`src/rtl/chip8_mem_arbiter.sv`:
```
// chip8_mem_arbiter
// Single-port arbiter for the 4 KiB CHIP-8 memory. Three requesters share the
// synchronous array: the CPU (read/write), the draw engine (read-only) and the
// ROM/font loader (write-only). Accepted accesses are registered onto the
// memory pins one cycle later. Read data returns two cycles after acceptance.
//
// Optional feature macro: CHIP8_ARB_WRPROT_EN
//   When defined, CPU writes below PROT_TOP are consumed without touching
//   memory, and wr_err pulses. When undefined, wr_err is tied low.
//
// Ports:
//   clk, reset                  rising-edge clock, async active-high reset
//   cpu_req/we/addr/wdata       CPU request; cpu_gnt, cpu_rvalid, cpu_rdata
//   gpu_req/addr                draw-engine read; gpu_gnt, gpu_rvalid, gpu_rdata
//   ldr_active/req/addr/wdata   loader ownership and write; ldr_gnt
//   cpu_hold                    CPU stall while the loader owns memory
//   wr_err                      protected CPU write pulse
//   mem_en/we/addr/wdata        registered memory strobes
//   mem_rdata                   memory read data, one cycle after mem_en
module chip8_mem_arbiter #(
  parameter int                ADDR_W   = 12,
  parameter int                DATA_W   = 8,
  parameter logic [ADDR_W-1:0] PROT_TOP = 12'h200
) (
  input  logic              clk,
  input  logic              reset,
  input  logic              cpu_req,
  input  logic              cpu_we,
  input  logic [ADDR_W-1:0] cpu_addr,
  input  logic [DATA_W-1:0] cpu_wdata,
  output logic              cpu_gnt,
  output logic              cpu_rvalid,
  output logic [DATA_W-1:0] cpu_rdata,
  input  logic              gpu_req,
  input  logic [ADDR_W-1:0] gpu_addr,
  output logic              gpu_gnt,
  output logic              gpu_rvalid,
  output logic [DATA_W-1:0] gpu_rdata,
  input  logic              ldr_active,
  input  logic              ldr_req,
  input  logic [ADDR_W-1:0] ldr_addr,
  input  logic [DATA_W-1:0] ldr_wdata,
  output logic              ldr_gnt,
  output logic              cpu_hold,
  output logic              wr_err,
  output logic              mem_en,
  output logic              mem_we,
  output logic [ADDR_W-1:0] mem_addr,
  output logic [DATA_W-1:0] mem_wdata,
  input  logic [DATA_W-1:0] mem_rdata
);

  typedef enum logic [1:0] {
    ST_RUN   = 2'd0,
    ST_DRAIN = 2'd1,
    ST_LOAD  = 2'd2
  } state_t;

  typedef enum logic [1:0] {
    TAG_NONE = 2'd0,
    TAG_CPU  = 2'd1,
    TAG_GPU  = 2'd2
  } tag_t;

  state_t            state_r;
  state_t            state_next_s;
  logic              rr_gpu_r;      // 1 = GPU wins the next contended cycle
  tag_t              tag1_r;        // owner of the read currently on mem pins
  logic              cpu_rvalid_r;
  logic              gpu_rvalid_r;
  logic              mem_en_r;
  logic              mem_we_r;
  logic [ADDR_W-1:0] mem_addr_r;
  logic [DATA_W-1:0] mem_wdata_r;

  logic              cpu_gnt_s;
  logic              gpu_gnt_s;
  logic              ldr_gnt_s;
  logic              acc_cpu_s;
  logic              acc_gpu_s;
  logic              acc_ldr_s;
  logic              cpu_wr_blocked_s;

`ifdef CHIP8_ARB_WRPROT_EN
  logic              wr_err_r;
  assign cpu_wr_blocked_s = cpu_we && (cpu_addr < PROT_TOP);
  assign wr_err           = wr_err_r;
`else
  assign cpu_wr_blocked_s = 1'b0;
  assign wr_err           = 1'b0;
`endif

  assign acc_cpu_s = cpu_req && cpu_gnt_s;
  assign acc_gpu_s = gpu_req && gpu_gnt_s;
  assign acc_ldr_s = ldr_req && ldr_gnt_s;

  // State register
  always_ff @(posedge clk or posedge reset) begin
    if (reset) begin
      state_r <= ST_RUN;
    end else begin
      state_r <= state_next_s;
    end
  end

  // Next-state logic
  always_comb begin
    state_next_s = state_r;
    case (state_r)
      ST_RUN: begin
        if (ldr_active) begin
          state_next_s = ST_DRAIN;
        end else begin
          state_next_s = ST_RUN;
        end
      end
      ST_DRAIN: begin
        // No grants are issued here. A read still in stage 2 returns this
        // cycle. With stage 1 empty, nothing is left in flight after this edge.
        if (tag1_r == TAG_NONE) begin
          state_next_s = ST_LOAD;
        end else begin
          state_next_s = ST_DRAIN;
        end
      end
      ST_LOAD: begin
        if (!ldr_active) begin
          state_next_s = ST_RUN;
        end else begin
          state_next_s = ST_LOAD;
        end
      end
      default: state_next_s = ST_RUN;
    endcase
  end

  // Grant and hold outputs
  always_comb begin
    cpu_gnt_s = 1'b0;
    gpu_gnt_s = 1'b0;
    ldr_gnt_s = 1'b0;
    cpu_hold  = ldr_active || (state_r != ST_RUN);
    case (state_r)
      ST_RUN: begin
        if (ldr_active) begin
          cpu_gnt_s = 1'b0;
          gpu_gnt_s = 1'b0;
        end else if (cpu_req && gpu_req) begin
          cpu_gnt_s = !rr_gpu_r;
          gpu_gnt_s = rr_gpu_r;
        end else begin
          cpu_gnt_s = cpu_req;
          gpu_gnt_s = gpu_req;
        end
      end
      ST_DRAIN: begin
        ldr_gnt_s = 1'b0;
      end
      ST_LOAD: begin
        ldr_gnt_s = ldr_req && ldr_active;
      end
      default: begin
        ldr_gnt_s = 1'b0;
      end
    endcase
  end

  assign cpu_gnt = cpu_gnt_s;
  assign gpu_gnt = gpu_gnt_s;
  assign ldr_gnt = ldr_gnt_s;

  // Round-robin pointer: remembers which of CPU/GPU was granted last
  always_ff @(posedge clk or posedge reset) begin
    if (reset) begin
      rr_gpu_r <= 1'b0;
    end else if (acc_cpu_s) begin
      rr_gpu_r <= 1'b1;
    end else if (acc_gpu_s) begin
      rr_gpu_r <= 1'b0;
    end else begin
      rr_gpu_r <= rr_gpu_r;
    end
  end

  // Memory pin registers. The address and data hold when idle.
  always_ff @(posedge clk or posedge reset) begin
    if (reset) begin
      mem_en_r    <= 1'b0;
      mem_we_r    <= 1'b0;
      mem_addr_r  <= '0;
      mem_wdata_r <= '0;
    end else if (acc_ldr_s) begin
      mem_en_r    <= 1'b1;
      mem_we_r    <= 1'b1;
      mem_addr_r  <= ldr_addr;
      mem_wdata_r <= ldr_wdata;
    end else if (acc_cpu_s && !cpu_wr_blocked_s) begin
      mem_en_r    <= 1'b1;
      mem_we_r    <= cpu_we;
      mem_addr_r  <= cpu_addr;
      mem_wdata_r <= cpu_wdata;
    end else if (acc_gpu_s) begin
      mem_en_r    <= 1'b1;
      mem_we_r    <= 1'b0;
      mem_addr_r  <= gpu_addr;
      mem_wdata_r <= mem_wdata_r;
    end else begin
      mem_en_r    <= 1'b0;
      mem_we_r    <= 1'b0;
      mem_addr_r  <= mem_addr_r;
      mem_wdata_r <= mem_wdata_r;
    end
  end

  // Two-stage read owner pipeline. Stage 2 is kept as one valid bit per requester.
  always_ff @(posedge clk or posedge reset) begin
    if (reset) begin
      tag1_r       <= TAG_NONE;
      cpu_rvalid_r <= 1'b0;
      gpu_rvalid_r <= 1'b0;
    end else begin
      if (acc_cpu_s && !cpu_we) begin
        tag1_r <= TAG_CPU;
      end else if (acc_gpu_s) begin
        tag1_r <= TAG_GPU;
      end else begin
        tag1_r <= TAG_NONE;
      end
      cpu_rvalid_r <= (tag1_r == TAG_CPU);
      gpu_rvalid_r <= (tag1_r == TAG_GPU);
    end
  end

`ifdef CHIP8_ARB_WRPROT_EN
  // Protected-write pulse, aligned with the cycle the access would have used
  always_ff @(posedge clk or posedge reset) begin
    if (reset) begin
      wr_err_r <= 1'b0;
    end else begin
      wr_err_r <= acc_cpu_s && cpu_wr_blocked_s;
    end
  end
`endif

  assign mem_en     = mem_en_r;
  assign mem_we     = mem_we_r;
  assign mem_addr   = mem_addr_r;
  assign mem_wdata  = mem_wdata_r;
  assign cpu_rvalid = cpu_rvalid_r;
  assign gpu_rvalid = gpu_rvalid_r;
  assign cpu_rdata  = mem_rdata;
  assign gpu_rdata  = mem_rdata;

endmodule

```
`config.mk`:
```
export PLATFORM = sky130hd
export DESIGN_NAME = chip8_mem_arbiter
export DESIGN_NICKNAME = d
export VERILOG_FILES = /design/src/rtl/chip8_mem_arbiter.sv
export SDC_FILE = /design/constraint.sdc
export NUM_CORES = 1
export LEC_CHECK = 0
export BUFFER_PORTS_ARGS = -buffer_cell sky130_fd_sc_hd__clkbuf_2
export CAP_MARGIN = 40
export CORE_MARGIN = 3
export CORE_UTILIZATION = 45
export DETAILED_ROUTE_END_ITERATION = 7
export GPL_ROUTABILITY_DRIVEN = 0
export GPL_TIMING_DRIVEN = 0
export PLACE_DENSITY = 0.9
export SYNTH_ARGS = -nofsm -noshare
export SYNTH_HDL_FRONTEND = slang
export SYNTH_SLANG_ARGS = --single-unit
```
`constraint.sdc`:
```
create_clock -name clk -period 3.09 [get_ports clk]
set_clock_uncertainty 0.2 [all_clocks]
set_input_delay 0.1545 -clock clk [delete_from_list [all_inputs] [get_ports clk]]
set_output_delay 0.1545 -clock clk [all_outputs]
set_load 0.02 [all_outputs]
```
## Yosys cells after proc, flatten, opt, wreduce, memory -nomap -nowiden

Cells that the tools add are included.

- Register bits: 29
- Input port bits: 67

- Reductions and logical operators: 15
- Multiplexer cells: 25
- Equal/unequal tests: 4

Operators with widths:

| cell | count |
|---|---|
| 2-to-1 mux 12 bit | 3 |
| 2-to-1 mux 8 bit | 2 |
| 2-to-1 mux 1 bit | 15 |
| 2-to-1 mux 2 bit | 4 |
| logical AND 1 bit | 6 |
| one-hot mux 2 bit (3 select lines) | 1 |
| nonzero test 2 bit | 3 |
| == test 2 x 1 -> 1 bit, second input constant | 2 |
| == test 2 bit, second input constant | 2 |
| zero test 2 bit | 2 |
| nonzero test 3 bit | 1 |
| zero test 1 bit | 2 |
| logical OR 1 bit | 1 |

## Depth between registers and ports, before layout

Gate-level depths: netlist of the first run.

- Word-level depth: 8
- Mapped depth: 6
- Gate-level depth less buffers: 4

## Worst setup path before layout of the first run

No wires, ideal clock.

- Kind: register -> output
- Start: reg state_r[0]
- End: out gpu_gnt
- Data required time: 2.735 ns
- Cell stages (with the launch flop): 6
- Arrival time: 1.322 ns
- Path buffers: 2
- Setup slack: 1.414 ns
- Cell sequence: dfrtp_1 buf_4 nor3_4 buf_4 nand2_1 a21oi_1

- Cells in the longest elaborated chain, start to end: 2

Ends and longest elaborated chain:

| what | line | text |
|---|---|---|
| from (decl) | 65 | `state_t state_r;` |
| from (signal assigned) | 102 | `state_r <= state_next_s;` |
| zero test 2 bit | 143 | `case (state_r)` |
| 2-to-1 mux 1 bit | 143 |  |
| to (decl) | 36 | `output logic gpu_gnt,` |

No other way between the ends.

## Worst setup path in the final report of the first run

- Start: in cpu_req
- End: reg mem_addr_r[2] (netlist: mem_addr[2])

- Cells in the longest elaborated chain, start to end: 7
- Elaborated cells on any way between the ends: 12
- Those cells by class: mux: 8; reduce/logical: 4

Ends and longest elaborated chain:

| what | line | text |
|---|---|---|
| from (decl) | 27 | `input logic cpu_req,` |
| logical AND 1 bit | 148 | `end else if (cpu_req && gpu_req) begin` |
| 2-to-1 mux 1 bit | 148 |  |
| 2-to-1 mux 1 bit | 145 | `if (ldr_active) begin` |
| 2-to-1 mux 1 bit | 143 |  |
| logical AND 1 bit | 93 | `assign acc_cpu_s = cpu_req && cpu_gnt_s;` |
| 2-to-1 mux 12 bit | 197 | `end else if (acc_cpu_s && !cpu_wr_blocked_s) begin` |
| 2-to-1 mux 12 bit | 192 | `end else if (acc_ldr_s) begin` |
| to (signal assigned) | 195 | `mem_addr_r <= ldr_addr;` |
| to (signal assigned) | 200 | `mem_addr_r <= cpu_addr;` |
| to (signal assigned) | 205 | `mem_addr_r <= gpu_addr;` |
| to (decl) | 73 | `logic [ADDR_W-1:0] mem_addr_r;` |

Parallel ways exist; a longest one is shown, timed or not.
A chain may end at the register's enable or synchronous reset.

==> impl_metrics.tcl, run 1 <==
set metrics [dict create \
    status "complete, but fails checks" \
    violations "hold timing" \
    synth_largest_area_cell "dfrtp_1" \
    grt_pass1_vias 1938 \
    yosys_register_bits 29 \
    async_reset_ff_frac 1.00 \
    synth_top_cell_area_share 0.420 \
    grt_usage 0.272 \
    grt_overflow 0 \
    clkLatencyLatePin_ns 0.29 \
    max_freq_mhz 424 \
    cts_num_sinks 29 \
    detail_route.first_pass.iterations 4 \
    wirelength_um 5970 \
    synth_most_common_cell "dfrtp_1" \
    synthTopCellsByArea "dfrtp_1, o211ai_1, buf_4" \
    fill_cells 227 \
    rsz0062_at_grt "no" \
    die_y_um 68.0 \
    min_path_type "in -> reg" \
    grt_start_max_net_pins 17 \
    root_buffer "clkbuf_8" \
    maxSlewViolCount 0 \
    dieArea_um2 4620 \
    relSlewSlack 0.577 \
    setup_violations 0 \
    cts_resized 0 \
    synth_edf_count 0 \
    drt_iter0_markers 137 \
    synth.top_cells.by_count "dfrtp_1, o211ai_1, buf_4" \
    path_cells "dlygate4sd3_1, clkbuf_2, nor2_1, clkbuf_1, o211ai_1, o211ai_1, dlygate4sd3_1" \
    coreArea_um2 3520 \
    syn-num-nets 236 \
    start_util 0.491 \
    finalCriticalPeriod_ns 2.36 \
    finalHoldViolations 1 \
    p_leak_nw 1.44 \
    dp_hpwl_um 3830 \
    antenna_found_initial 0 \
    startpoint_type "input pin" \
    worst_pin_slew_ns 0.634 \
    synth-seq-area-share 0.420 \
    cp-end-kind "register" \
    syn_inst 169 \
    synth_cell_types 33 \
    htree_levels 2 \
    crit_fanout 10 \
    drive_gt1_frac 0.476 \
    clock_path_buffers 2 \
    critPathKind "in -> reg" \
    cp.required_ns 3.11 \
    drcViolationCount 0 \
    grt_first_pass_wirelength_um 9270 \
    rows 21 \
    ant_nets 0 \
    whs_ns -0.00227 \
    max-vdd-ir-drop_mv 0.556 \
    tns_ns 0 \
    n_antenna_cell 0 \
    post-route-period-util 0.763 \
    cts_setup_buffers 0 \
    r2r_slack_ns 0.82 \
    drv_cap 0 \
    cts_tree "yes" \
    die_x_um 68.0 \
    io_pins 112 \
    synth.cell_area_um2 1730 \
    synth_area_per_cell_um2 10.2 \
    via_per_inst 5.41 \
    slowest_stage "dlygate4sd3_1" \
    p_per_area_nw_per_um2 849 \
    cts_hold_buffers 39 \
    nets 385 \
    ys.flop_type "dfrtp_1" \
    cp.arrival_ns 2.38 \
    portBuffers 102 \
    numCtsBuffers 5 \
    routedWlPerCell_um 16.3 \
    ys_warn_count 0 \
    dr_total_vias 1976 \
    clk_pin_slew_ns 0.06 \
    synthToLayoutAreaGrowth_pct 64.8 \
    cpPeakStageDelay_ns 0.57 \
]
==> where the power goes <==
group,total (mW),switching (mW),internal (mW)
Combinational,1.27,0.678,0.588
Sequential,0.680,0.131,0.550
Clock,0.471,0.151,0.320
Total,2.42,0.959,1.46
==> registers in the layout (all words and copies together) (netlist names) <==
name	cells
cpu_rvalid	1
gpu_rvalid	1
mem_addr	12
mem_en	1
mem_wdata	8
mem_we	1
rr_gpu_r	1
state_r	2
tag1_r	2
==> routing by layer <==
metal | up-vias | wire (um) | GRT usage
li1 | 914 | - | -
met1 | 948 | 2250 | 0.316
met2 | 93 | 3040 | 0.456
met3 | 21 | 426 | 0.0673
met4 | 0 | 250 | 0.149
met5 | - | 0 | 0
==> final timing paths <==
path / startpoint / end / depth (start not counted)
worst max register to register: state_r[0]$_DFF_PP0_ / mem_wdata[3]$_DFFE_PP0P_ / 7
min in group asynchronous: reset / mem_wdata[6]$_DFFE_PP0P_ / 3
worst min-delay path: gpu_addr[0] / mem_addr[0]$_DFFE_PP0P_ / 3
worst max-delay path: cpu_req / mem_addr[2]$_DFFE_PP0P_ / 7
max in group asynchronous: reset / mem_addr[3]$_DFFE_PP0P_ / 4
worst min register to register: tag1_r[0]$_DFF_PP0_ / gpu_rvalid$_DFF_PP0_ / 1
==> stage by stage <==
stage	area (um2)	setup slack (ns)	std cells	power (mW)	util
2_1_floorplan	1730	1.41	169	1.37	-
3_3_place_gp	2300	1.35	317	1.66	0.652
3_5_place_dp	2320	1.31	318	1.71	0.660
4_1_cts	2850	0.797	365	2.38	0.809
5_1_grt	2850	0.577	365	2.55	0.809
6_report	2850	0.733	365	2.42	0.809
==> cells in the final DEF, fill, tap and decap left out, types with 2 or more instances in the layout <==
cell	instances
dfrtp_1	29
mux2i_1	12
a22oi_1	12
inv_1	2
buf_2	3
a21oi_1	5
a31oi_1	9
buf_4	20
buf_6	4
o211ai_1	24
o21ai_1	8
clkbuf_1	2
bufinv_16	2
nand2_1	2
dlygate4sd3_1	39
clkbuf_8	5
clkbuf_2	102
nor2_1	12
nor2b_1	2
a21oi_2	6
==> cell families after synthesis <==
group                  after synthesis  share of synthesized area
buffers and inverters               33                      0.136
other                                1                    0.00217
and+or+nand+nor                     23                     0.0782
AOI/OAI and AO/OA                   71                      0.294
DFF                                 29                      0.420
muxes                               12                     0.0695
==> worst max-delay path: cells and delay by family <==
family          cells  cell delay, ns
compound gates      2            0.26
buf+inv             4            1.70
simple gates        1            0.26
==> layout make-up <==
class | count | area (um2) | area share
Clock buffer | 5 | 68.8 | 0.0242
Buffer | 29 | 218 | 0.0765
Clock inverter | 3 | 65.1 | 0.0228
Tap cell | 46 | 57.6 | 0.0202
Inverter | 4 | 17.5 | 0.00615
Timing Repair Buffer | 142 | 928 | 0.326
Multi-Input combinational cell | 107 | 767 | 0.269
Sequential cell | 29 | 726 | 0.255
Power figures use the tool's default switching activity.
==> inputs of run 2 (changes only) <==
ABC_AREA = 1   (was not set)
CORE_UTILIZATION = 43   (was 45)
PLACE_DENSITY = 0.85   (was 0.9)
clock period = 2.2 ns   (was 3.09 ns; I/O delays follow)
==> impl_metrics.tcl, run 2 <==
set metrics [dict create \
    status "finished clean" \
    tns_ns 0 \
    cp.arrival_ns 2.02 \
    cp-end-kind "register" \
    detail_route.first_pass.iterations 4 \
    crit_fanout 10 \
    min_path_type "in -> reg" \
    largest_reg_flops 12 \
    dr_total_vias 2110 \
    dp_hpwl_um 3810 \
    nets 471 \
    p_leak_nw 1.74 \
    die_x_um 70.8 \
    routedWlPerCell_um 13.0 \
    htree_levels 2 \
    final_common_cell "clkbuf_2" \
    synth.top_cells.by_count "nand2_1, nand3_1, dfrtp_1, buf_4, inv_1" \
    rsz0062_at_grt "no" \
    final_core_util 0.770 \
    final_cell_mix "clkbuf_2, nand2_1, dlygate4sd3_1" \
    syn-num-nets 311 \
    synth_largest_area_cell "dfrtp_1" \
    grt_first_pass_wirelength_um 9890 \
    clk_pin_slew_ns 0.06 \
    synth_top_cell_area_share 0.402 \
    setup_violations 0 \
    max-vdd-ir-drop_mv 0.517 \
    synth_cell_types 22 \
    power.switching_mw 1.23 \
    fill_cells 297 \
    syn_inst 244 \
    critPathKind "in -> reg" \
    cp.required_ns 2.15 \
    worst_pin_slew_ns 0.624 \
    grt_overflow 0 \
    power_frac_comb 0.546 \
    finalHoldViolations 0 \
    p_per_area_nw_per_um2 963 \
    dieArea_um2 5010 \
    cts_tree "yes" \
    numCtsBuffers 5 \
    yosys_register_bits 29 \
    n_antenna_cell 0 \
    cts_num_sinks 29 \
    ys_warn_count 0 \
    wirelength_um 5880 \
    root_buffer "clkbuf_8" \
    place_area_um2 2390 \
    synthTopCellsByArea "dfrtp_1, nand2_1, nand3_1" \
    swShare 0.429 \
    coreArea_um2 3850 \
    fin_area_um2 2970 \
    rows 22 \
    antenna_found_initial 0 \
    via_per_inst 4.66 \
    start_util 0.468 \
    clkPwrFrac 0.143 \
    p_int_mw 1.63 \
    max_freq_mhz 482 \
    grt_start_max_net_pins 17 \
    grt_pass1_vias 2179 \
    clkLatencyLatePin_ns 0.27 \
    synth_area_per_cell_um2 7.39 \
    synth-seq-area-share 0.402 \
    async_reset_ff_frac 1.00 \
    drive_gt1_frac 0.410 \
    total_power_mw 2.86 \
    startpoint_type "input pin" \
    maxSlewViolCount 0 \
    drcViolationCount 0 \
    seqPwrFrac 0.311 \
    synth_most_common_cell "nand2_1" \
    clock_path_buffers 2 \
    relSlewSlack 0.584 \
    synthToLayoutAreaGrowth_pct 64.7 \
    ant_nets 0 \
    synth.cell_area_um2 1800 \
    ys.flop_type "dfrtp_1" \
    finalCriticalPeriod_ns 2.07 \
    grt_usage 0.247 \
    drt_iter0_markers 113 \
    post-route-period-util 0.942 \
    drv_cap 0 \
    io_pins 112 \
    die_y_um 70.8 \
    synth_edf_count 0 \
    portBuffers 102 \
]
[run 2: changes by cell type in the layout (fill, tap and decap cells not counted), moves of 8 or more]
cell / previous run / this run
inv_1: 2 / 19
nand3_1: 1 / 30
nand4_1: 0 / 12
nand2_1: 2 / 88
o21ai_1: 8 / 0
o211ai_1: 24 / 0
a22oi_1: 12 / 0
a31oi_1: 9 / 0
mux2i_1: 12 / 0
inv_2: 1 / 11
[run 2: power by group through the flow]
stage / logic, mW / clock network (mW) / registers, mW
finish: 1.56 / 0.410 / 0.888
global route: 1.71 / 0.433 / 0.911
CTS: 1.49 / 0.420 / 0.882
detailed placement: 1.32 / 0 / 0.889
global placement: 1.28 / 0 / 0.880
floorplan: 0.664 / 0 / 1.11
[run 2: area by class of cell]
cell class | instances | area [um2] | share of cell area
inverters | 34 | 133 | 0.0447
well taps | 48 | 60.1 | 0.0202
plain buffers | 27 | 201 | 0.0678
clock buffers | 6 | 72.6 | 0.0244
repair buffers | 153 | 1020 | 0.342
multi-input cells | 154 | 749 | 0.252
flip-flops and latches | 29 | 727 | 0.245
clock inverters | 2 | 10.0 | 0.00337
[run 2: routing by layer]
| metal | GRT usage | share of wire | up-vias |
|---|---|---|---|
| li1 | - | - | 1062 |
| met1 | 0.286 | 0.38 | 926 |
| met2 | 0.444 | 0.52 | 112 |
| met3 | 0.0597 | 0.077 | 10 |
| met4 | 0.0856 | 0.016 | 0 |
| met5 | 0 | 0 | - |
[run 2: timing repair]
item                                   4_1_cts  5_1_grt
endpoints found under the hold margin       40        0
hold buffers                                46        0
setup endpoints to repair                    0        9
buffers inserted                             0        4
resized for setup                            0        6
[run 2: logic make-up after synthesis]
kind of cell	share of synthesized area
buf+inv	0.182
simple gates	0.402
flops	0.403
other cells	0.00208
compound gates	0.0118
[run 2: metrics by stage]
stage / hold WS [ns] / setup WS (ns) / instances
2_1_floorplan: -0.0236 / 0.653 / 244
3_3_place_gp: 0.0894 / 0.511 / 394
4_1_cts: 0.00144 / 0.0369 / 449
3_5_place_dp: -0.00166 / 0.480 / 395
5_1_grt: 0.0373 / 0.0202 / 453
6_report: 0.00155 / 0.127 / 453
[run 2: critical path, cell delays in order]
cell and delay (ns):
dlygate4sd3_1 0.53, clkbuf_2 0.18, nand4_4 0.18, buf_2 0.24
nand3_1 0.11, nand3_1 0.09, dlygate4sd3_1 0.57
[run 2: worst paths after layout]
path                                    startpoint                        to  slack (ns)  depth (start not counted)
min                                    ldr_addr[2]   mem_addr[2]$_DFFE_PP0P_       0.002                          7
max                                     ldr_active  mem_wdata[2]$_DFFE_PP0P_        0.13                          7
max reg2reg                   state_r[1]$_DFF_PP0_  mem_wdata[0]$_DFFE_PP0P_        0.15                          7
min in group asynchronous                    reset   mem_addr[7]$_DFFE_PP0P_        0.27                          3
min reg2reg                mem_addr[2]$_DFFE_PP0P_   mem_addr[2]$_DFFE_PP0P_        0.28                          2
max in group asynchronous                    reset      state_r[1]$_DFF_PP0_        1.00                          4
==> inputs of run 3 (changes only) <==
CORE_UTILIZATION = 46   (was 43)
CTS_CLUSTER_DIAMETER = 100   (was not set)
PLACE_DENSITY = 0.9   (was 0.85)
clock period = 2.6 ns   (was 2.2 ns; I/O delays follow)
==> impl_metrics.tcl, run 3 (synthesis results as in run 2) <==
set metrics [dict create \
    clock_path_buffers 2 \
    numCtsBuffers 5 \
    die_x_um 68.6 \
    startpoint_type "input pin" \
    cpPeakStageDelay_ns 0.56 \
    via_per_inst 4.72 \
    start_util 0.485 \
    rows 22 \
    root_buffer "clkbuf_8" \
    drt_iter0_markers 82 \
    htree_levels 2 \
    p_per_area_nw_per_um2 836 \
    rsz0062_at_grt "no" \
    max_freq_mhz 446 \
    dp_hpwl_um 3750 \
    clkPwrFrac 0.150 \
    largest_reg_flops 12 \
    detail_route.first_pass.iterations 4 \
    antenna_found_initial 0 \
    status "finished clean" \
    drcViolationCount 0 \
    total_power_mw 2.36 \
    pre_cts_ws_ns 0.883 \
    routedWlPerCell_um 12.8 \
    cts_hold_buffers 33 \
    n_antenna_cell 0 \
    tns_ns 0 \
    crit_family "buffers and inverters" \
    finalHoldViolations 0 \
    min_path_type "in -> reg" \
    drv_cap 0 \
    crit_buf_inv 5 \
    ant_nets 0 \
    p_leak_nw 1.67 \
    wirelength_um 5590 \
    seqPwrFrac 0.318 \
    power.switching_mw 1.03 \
    final_cell_mix "clkbuf_2, nand2_1, dlygate4sd3_1" \
    clk_pin_slew_ns 0.07 \
    dieArea_um2 4710 \
    max-vdd-ir-drop_mv 0.525 \
    cts_setup_buffers 0 \
    cp.arrival_ns 2.26 \
    slowest_stage "dlygate4sd3_1" \
    clkLatencyLatePin_ns 0.28 \
    grt_first_pass_wirelength_um 8290 \
    die_y_um 68.6 \
    cp-end-kind "register" \
    synthToLayoutAreaGrowth_pct 56.3 \
    nets 454 \
    swShare 0.438 \
    grt_usage 0.239 \
    timing.final.ws_setup_ns 0.357 \
    final_common_cell "clkbuf_2" \
    io_pins 112 \
    cts_tree "yes" \
    grt_overflow 0 \
    drive_gt1_frac 0.415 \
    cts_resized 0 \
    grt_start_max_net_pins 17 \
    cp.required_ns 2.62 \
    finalCriticalPeriod_ns 2.24 \
    post-route-period-util 0.863 \
    critPathKind "in -> reg" \
    worst_pin_slew_ns 0.664 \
    setup_violations 0 \
    crit_fanout 10 \
    relSlewSlack 0.557 \
    power_frac_comb 0.531 \
    grt_pass1_vias 2014 \
    p_int_mw 1.32 \
    portBuffers 102 \
    coreArea_um2 3720 \
    cts_num_sinks 29 \
    dr_total_vias 2059 \
    maxSlewViolCount 0 \
    path_cells "dlygate4sd3_1, clkbuf_2, inv_2, clkbuf_1, nand4_1, nand3_1, dlygate4sd3_1, nand2_1, nand2_1" \
]
[run 3: per-stage QoR]
stage,utilization,instance area (um2),hold WS (ns),std cells
global placement,0.639,2370,0.102,394
detailed placement,0.646,2400,0.0457,395
global route,0.758,2820,0.0157,436
finish,0.758,2820,0.00135,436
floorplan,-,1800,-0.00359,244
CTS,0.758,2820,0.00326,436
[run 3: worst min-delay path: cells and delay by family]
kind	cells	cell delay (ns)
AND/OR/NAND/NOR	4	0.23
buffers and inverters	1	0.08
[run 3: final timing paths]
check,to,startpoint,slack (ns),cells after the start
worst max-delay path,mem_addr[5]$_DFFE_PP0P_,ldr_active,0.36,9
worst min-delay path,mem_addr[3]$_DFFE_PP0P_,cpu_addr[3],0.001,5
worst max register to register,mem_addr[5]$_DFFE_PP0P_,state_r[1]$_DFF_PP0_,0.37,8
worst min register to register,mem_addr[7]$_DFFE_PP0P_,mem_addr[7]$_DFFE_PP0P_,0.28,2
max in group asynchronous,mem_wdata[6]$_DFFE_PP0P_,reset,1.41,4
min in group asynchronous,tag1_r[1]$_DFF_PP0_,reset,0.28,3
[run 3: area by class of cell]
| cell class | instances | area [um2] |
|---|---|---|
| clock inverters | 3 | 17.5 |
| fillers | 285 | 898 |
| multi-input cells | 154 | 749 |
| clock buffers | 5 | 68.8 |
| inverters | 34 | 128 |
| well taps | 48 | 60.1 |
| repair buffers | 136 | 868 |
| plain buffers | 27 | 200 |
| flip-flops and latches | 29 | 726 |
[run 3: power by group through the flow]
stage                     clock network (mW)  logic [mW]  registers [mW]
after floorplan                            0       0.562           0.943
after global placement                     0        1.08           0.746
after detailed placement                   0        1.11           0.750
after CTS                              0.364        1.25           0.745
after global routing                   0.393        1.38           0.768
final                                  0.354        1.25           0.750
[run 3: layer usage]
layer / global-route usage / vias to the layer above / routed length [um]
met1: 0.240 / 928 / 2060
met4: 0.0670 / 0 / 34
li1: - / 1027 / -
met3: 0.0616 / 4 / 473
met5: 0 / - / 0
met2: 0.474 / 100 / 3020
